<file path="src/rtl/plru_state_ctrl.sv">
// plru_state_ctrl
//   Per-set tree-PLRU replacement state for the data cache. Each set keeps
//   NUM_WAYS-1 age bits arranged as a binary tree (node 0 = root, children of
//   node n are 2n+1 / 2n+2, bit 0 = LRU on the left). A hit touches the
//   accessed way; a refill asks for a victim, which is decoded from the tree
//   while the traversed path is inverted.
//
// Ports
//   clk_i, rst_i     clock, synchronous active-high reset
//   flush_i          pulse: re-initialise every set (ignored while sweeping)
//   init_done_o      state array initialised, requests accepted
//   touch_*_i        hit access: set and way to mark most-recently-used
//   victim_req_i     victim request for victim_set_i
//   victim_ready_o   request accepted this cycle (same as init_done_o)
//   victim_valid_o   one-cycle response pulse, one cycle after acceptance
//   victim_way_o     selected victim, held until the next response
module plru_state_ctrl #(
    parameter int unsigned NUM_WAYS = 4,
    parameter int unsigned NUM_SETS = 64
) (
    input  logic                        clk_i,
    input  logic                        rst_i,
    input  logic                        flush_i,
    output logic                        init_done_o,
    input  logic                        touch_valid_i,
    input  logic [$clog2(NUM_SETS)-1:0] touch_set_i,
    input  logic [$clog2(NUM_WAYS)-1:0] touch_way_i,
    input  logic                        victim_req_i,
    input  logic [$clog2(NUM_SETS)-1:0] victim_set_i,
    output logic                        victim_ready_o,
    output logic                        victim_valid_o,
    output logic [$clog2(NUM_WAYS)-1:0] victim_way_o
);

    localparam int unsigned AGE_WIDTH = NUM_WAYS - 1;
    localparam int unsigned WAY_WIDTH = $clog2(NUM_WAYS);
    localparam int unsigned SET_WIDTH = $clog2(NUM_SETS);

    typedef enum logic {
        INIT,
        READY
    } state_t;

    state_t               state_q, state_d;
    logic [SET_WIDTH-1:0] cnt_q, cnt_d;
    logic [AGE_WIDTH-1:0] age_q [NUM_SETS];

    logic                 touch_en;
    logic                 victim_en;
    logic [AGE_WIDTH-1:0] touch_bits;
    logic [AGE_WIDTH-1:0] victim_base;
    logic [AGE_WIDTH-1:0] victim_bits;
    logic [WAY_WIDTH-1:0] victim_way;

    // Walk root-to-leaf along the way bits (MSB first, 0 = left) and point
    // every visited node away from the touched way.
    function automatic logic [AGE_WIDTH-1:0] touch_encode(
        input logic [AGE_WIDTH-1:0] bits,
        input logic [WAY_WIDTH-1:0] way
    );
        logic [AGE_WIDTH-1:0] res;
        logic [AGE_WIDTH-1:0] mask;
        logic [WAY_WIDTH-1:0] w;
        logic                 dir;
        int unsigned          node;
        res  = bits;
        w    = way;
        node = 0;
        for (int unsigned l = 0; l < WAY_WIDTH; l++) begin
            dir  = w[WAY_WIDTH-1];
            mask = AGE_WIDTH'(1) << node;
            if (dir) res = res & ~mask;
            else     res = res | mask;
            node = 2 * node + 1 + 32'(dir);
            w    = w << 1;
        end
        return res;
    endfunction

    // Follow the node bits from the root; the leaf reached is the victim and
    // each visited node is flipped.
    function automatic logic [AGE_WIDTH-1:0] victim_decode(
        input  logic [AGE_WIDTH-1:0] bits,
        output logic [WAY_WIDTH-1:0] way
    );
        logic [AGE_WIDTH-1:0] res;
        logic [AGE_WIDTH-1:0] mask;
        logic                 dir;
        int unsigned          node;
        res  = bits;
        node = 0;
        for (int unsigned l = 0; l < WAY_WIDTH; l++) begin
            mask = AGE_WIDTH'(1) << node;
            dir  = |(res & mask);
            res  = res ^ mask;
            node = 2 * node + 1 + 32'(dir);
        end
        way = WAY_WIDTH'(node - AGE_WIDTH);
        return res;
    endfunction

    assign init_done_o    = (state_q == READY);
    assign victim_ready_o = (state_q == READY);

    always_comb begin
        state_d = state_q;
        cnt_d   = cnt_q;
        case (state_q)
            INIT: begin
                cnt_d = cnt_q + 1'b1;
                if (cnt_q == SET_WIDTH'(NUM_SETS - 1)) begin
                    state_d = READY;
                    cnt_d   = '0;
                end
            end
            READY: begin
                if (flush_i) begin
                    state_d = INIT;
                    cnt_d   = '0;
                end
            end
            default: begin
                state_d = INIT;
                cnt_d   = '0;
            end
        endcase
    end

    // A same-set touch is folded in before the victim decode so that one
    // write-back carries both updates.
    always_comb begin
        touch_en    = (state_q == READY) && !flush_i && touch_valid_i;
        victim_en   = (state_q == READY) && !flush_i && victim_req_i;
        touch_bits  = touch_encode(age_q[touch_set_i], touch_way_i);
        victim_base = (touch_en && (touch_set_i == victim_set_i)) ? touch_bits
                                                                  : age_q[victim_set_i];
        victim_way  = '0;
        victim_bits = victim_decode(victim_base, victim_way);
    end

    always_ff @(posedge clk_i) begin
        if (rst_i) begin
            state_q <= INIT;
            cnt_q   <= '0;
        end else begin
            state_q <= state_d;
            cnt_q   <= cnt_d;
        end
    end

    always_ff @(posedge clk_i) begin
        if (rst_i) begin
            victim_valid_o <= 1'b0;
            victim_way_o   <= '0;
        end else begin
            victim_valid_o <= victim_en;
            if (victim_en) victim_way_o <= victim_way;
        end
    end

    // Array has no reset; the INIT sweep defines its contents.
    always_ff @(posedge clk_i) begin
        if (!rst_i) begin
            if (state_q == INIT) begin
                age_q[cnt_q] <= '0;
            end else begin
                if (touch_en)  age_q[touch_set_i]  <= touch_bits;
                if (victim_en) age_q[victim_set_i] <= victim_bits;
            end
        end
    end

endmodule

</file>
<file path="config.mk">
export PLATFORM = sky130hd
export DESIGN_NAME = plru_state_ctrl
export DESIGN_NICKNAME = d
export VERILOG_FILES = /design/src/rtl/plru_state_ctrl.sv
export SDC_FILE = /design/constraint.sdc
export NUM_CORES = 1
export LEC_CHECK = 0
export CORE_MARGIN = 10
export CORE_UTILIZATION = 63
export CTS_BUF_LIST = sky130_fd_sc_hd__clkbuf_8
export DETAILED_ROUTE_END_ITERATION = 7
export GPL_TIMING_DRIVEN = 0
export PLACE_DENSITY = 0.92
export SLEW_MARGIN = 20
export SYNTH_ARGS = -nofsm -noshare
export SYNTH_HDL_FRONTEND = slang
export SYNTH_SLANG_ARGS = --single-unit
</file>
<file path="constraint.sdc">
create_clock -name clk_i -period 12.1 [get_ports clk_i]
set_clock_uncertainty 0.1 [all_clocks]
set_input_delay 3.63 -clock clk_i [delete_from_list [all_inputs] [get_ports clk_i]]
set_output_delay 3.63 -clock clk_i [all_outputs]
set_load 0.01 [all_outputs]
</file>
# Word-level counts from Yosys, hierarchy flattened
# Memories as Yosys holds them, arrays and structs flattened.
# Cells that the tools add are included.
# classes
add_sub_neg	6
mul	0
div_mod_pow	0
n_lt_le_gt_ge	0
eq_ne	3
shift	2
muxes	23
bitwise_logic	7
reduce_logical	7
# ops
cell	count
2-to-1 mux 6 bit	3
2-to-1 mux 1 bit	15
one-hot mux 6 bit (2 select lines)	1
2-to-1 mux 3 bit	3
adder 6 x 1 -> 6 bit, second input constant	1
AND 3 bit	2
== test 6 bit	1
== test 6 bit, second input constant	1
OR reduction 3 bit	2
<< shifter 1 x 2 -> 3 bit, first input constant	2
adder 1 x 1 -> 2 bit, first input constant	2
logical AND 1 bit	4
inverter 3 bit	1
OR 3 bit	1
XOR 3 bit	1
adder 2 x 1 -> 2 bit	1
adder 2 x 1 -> 2 bit, second input constant	1
!= test 2 bit, second input constant	1
inverter 1 bit	2
one-hot mux 1 bit (2 select lines)	1
subtractor 2 bit, second input constant	1
zero test 1 bit	1
# word_totals
ff_bits	10
latchBits	0
ramBits	192
mem_bits_ro	0
in_bits	19
out_inout_bits	5
wordCells	53
n_memories	1
# mem_list
name	depth	word_bits	read_ports	rd_ports_with_merged_regs	write_ports	line	rtl
age_q	64	3	2	0	2	46	logic [AGE_WIDTH-1:0] age_q [NUM_SETS];

# Logic depth before layout (Yosys ltp)
# logic_depth
word_depth	12
depth_mapped	15
depth_no_buf	8

# Least setup slack after synthesis
# No wires, ideal clock.
# synth_timing
path_type	in2reg
start	in victim_set_i[2]
end	mem age_q[25][2] (netlist bit), data pin
setup_time_ns	0.258
t_arrival_ns	6.384
t_required_ns	11.742
setup_slack_ns	5.358
stages	12
path_buffers	4
cell_sequence	buf_2 buf_2 buf_1 mux4_2 mux2_2 o2bb2ai_1 a211o_1 nor4b_2 xor2_1 o21ai_2 buf_6 o21ai_2
# synth_rtl
item	line	rtl
start, declared	29	input logic [$clog2(NUM_SETS)-1:0] victim_set_i,
end, declared	46	

==> impl_metrics.csv <==
group,metric,value,unit
min_path,holdCritPathClass,"reg -> reg",
timing,finalMaxSlewViolations,0,
power,p_leak,4.69,nW
yosys,ys_seq_area_share,48.7,%
timing,clock.fmax,0.117,GHz
yosys,synth_fp_nets,1181,
yosys,synth_xor_area_share,0.572,%
critical_path,slowest_delay,0.82,ns
detailed_routing,dr.pass1.iters,6,
yosys,synth_fa_ha_area_share,0.102,%
detailed_routing,drt_drc_violations_left,0,
critical_path,cp_cell_sequence,"clkdlybuf4s50_1 > buf_2 > buf_2 > buf_1 > xnor2_1 > nand2_1 > nor4_2 > mux2i_1 > clkbuf_1 > clkbuf_1 > o21ai_0",
cts,cts_inserted_buffers,35,
yosys,synthMostInstantiatedCell,"nand2_1",
yosys,synth_top_flop_cell,"edfxtp_1",
final_layout,final_layout_size_suffix_gt1_share,19.4,%
yosys,synth_cells,1161,
timing,min_period,8.56,ns
yosys,synth_top_family_by_area,"compound AO/OA/AOI/OAI gates",
die,dieArea,25400,sq um
die,top_level_ports,24,
final_layout,fin_util,71.1,%
global_routing,grt_start_max_net_pins,11,
critical_path,cp_slowest_cell,"clkbuf_1",
placed_design,place_congestion,1.06,
cts,cts-root-buf,"clkbuf_8",
critical_path,cp_max_fo,10,
timing,hold_ws,0.353,ns
timing,rsz0062_at_grt,"no",
final_layout,final_cells,1501,
cts,cts_tree,"done",
min_path,min_from,"victim_way_o[1]$_SDFFE_PP0N_",
cts,post_cts_buffers,0,
global_routing,track_usage,33.9,%
timing,tightest_slew,1.09,ns
global_routing,grt_pass1_vias,10386,
placed_design,port_buffers,15,
timing,fin_setup_tns,0,ns
status,status,"complete, no violations",
yosys,avgSynthCellArea,10.6,sq um
critical_path,crit_type,"in -> reg",
timing,post-route-period-util,70.7,%
die,num_rows,50,
yosys,synth_edf_count,192,
power,vdd_drop_max,0.000102,V
critical_path,end_kind,"flop",
critical_path,rr_startpoint,"init_done_o$_SDFF_PP0_",
timing,setup_violations,0,
yosys,ys_async_sr_fraction,0,%
die,dieHeight,159,microns
global_routing,grt_first_pass_wirelength,65100,microns
final_layout,multiInputGateArea,5860,sq um
yosys,ys_types,59,
yosys,yosys-top-cells-count,"nand2_1, edfxtp_1, o21ai_0, o21ai_1",
detailed_routing,via_per_inst,7.22,
cts,worstSkewPairLatency,0.55,ns
yosys,synth_simple_gate_area_share,14.4,%
detailed_routing,ant_nets,0,
yosys,synth_area_leaders,"edfxtp_1, mux4_2, nand2_1",
yosys,synth_top_area_share,47.1,%
critical_path,arrival,8.69,ns
placed_design,dp.cells,1439,
yosys,muxShareOfSynthArea,15.8,%
yosys,synth_compound_area_share,16.7,%
timing,relSlewSlack,27.4,%
cts,h-tree-depth,2,
yosys,synth_seq_cells,202,
timing,final_hold_viol_count,0,
critical_path,cp.required,12.23,ns
cts,cts_sinks,202,
cts,cts_resized,0,
die,start_util,64.9,%
yosys,yosys_warnings,0,
detailed_routing,num_vias,10838,
placed_design,hpwl,31500,microns
critical_path,critPathLaunch,"victim_set_i[2]",
critical_path,start_kind,"primary input",
final_layout,fill_cells,1385,
power,p_per_area,113,nW/um^2
global_routing,grt_overflow_total,0,
yosys,netlist_area,12300,sq um
final_layout,final_nets,1236,
global_routing,antenna_found_initial,1,
cts,cts_hold_buf,0,
cts,cts_buffer_depth,3,
final_layout,seq_area,5970,sq um
detailed_routing,wirelength,44100,microns
yosys,synth_top_area_cell,"edfxtp_1",
final_layout,area_delta_synth_final,9.61,%
die,coreArea,18900,sq um
detailed_routing,first_iter_violations,1896,
die,die_w,159,microns
detailed_routing,wl_per_cell,29.4,microns
cts,path_clk_slew,0.07,ns
run,cap_viol_max_count,0,
## critical path, delay by kind of cell
kind | cells | cell delay, ns
xor gates and xnor gates | 1 | 0.21
AOI/OAI and AO/OA | 1 | 0.27
muxes | 1 | 0.48
buffers and inverters | 6 | 3.41
and+or+nand+nor | 2 | 0.68
## area by class of cell
cell class	count	share of cell area, %
antenna	1	0.0186
buffer	85	3.23
clock buffer	36	3.69
clock inverter	25	1.04
inverter	5	0.140
multi-input combinational	869	43.7
sequential	202	44.4
tap	260	2.42
timing repair buffer	18	1.37
## cells by family after synthesis
group,Yosys count
multiplexers,114
buffers and inverters,90
AO/OA/AOI/OAI,337
flip-flops,202
XOR/XNOR,8
adder cells (fa/ha/maj),1
AND/OR/NAND/NOR,409
## worst paths after layout
check	endpoint	slack, ns	depth (start not counted)
setup / recovery	age_q[2][0]$_DFFE_PP_	3.54	11
hold / removal	victim_way_o[1]$_SDFFE_PP0N_	0.35	2
hold reg to reg	victim_way_o[1]$_SDFFE_PP0N_	0.35	2
setup reg to reg	age_q[40][0]$_DFFE_PP_	7.63	6
## cell usage in the layout (no fill, tap or decap), types with 8 or more instances in the layout
cell,n
dfxtp_1,10
nand3_1,23
edfxtp_1,192
o21ai_0,147
nor2_1,23
and3_1,11
a21oi_1,16
buf_6,13
o21ai_1,65
mux2_2,15
o21ai_2,62
nor2b_1,10
a31oi_1,9
buf_1,9
mux4_2,62
buf_2,23
clkbuf_8,36
clkinv_1,8
inv_1,12
mux2i_1,35
nand2_1,292
clkbuf_1,40
clkdlybuf4s50_1,15
## sequential cells by signal (all words and copies together), names as in the netlist
name / flops
victim_way_o: 2
cnt_q: 6
init_done_o: 1
victim_valid_o: 1
age_q: 192
## layer usage
| layer | wire length [microns] | global-route usage, % | vias to the layer above | part of all wire (%) |
|---|---|---|---|---|
| li1 | - | - | 4494 | - |
| met1 | 14900 | 43.0 | 5049 | 34 |
| met2 | 18700 | 48.5 | 1041 | 43 |
| met3 | 7290 | 11.7 | 252 | 17 |
| met4 | 3130 | 21.5 | 2 | 7.1 |
| met5 | 18 | 0 | - | 0.041 |
## stage by stage
step           area [sq um]  worst slack (ns)  total power, mW
6_report              13400              3.54             1.52
5_1_grt               13400              3.52             1.55
4_1_cts               13400              3.72             1.50
3_5_place_dp          12800              3.19            0.931
3_3_place_gp          12700              3.36            0.928
2_1_floorplan         12300              5.36            0.871
## power by group
part           total [mW]  switching [mW]  internal, mW
Combinational       0.167           0.121        0.0457
Sequential          0.759         0.00219         0.756
Clock               0.596           0.297         0.300
No activity file was read; power rests on OpenSTA's default activity.
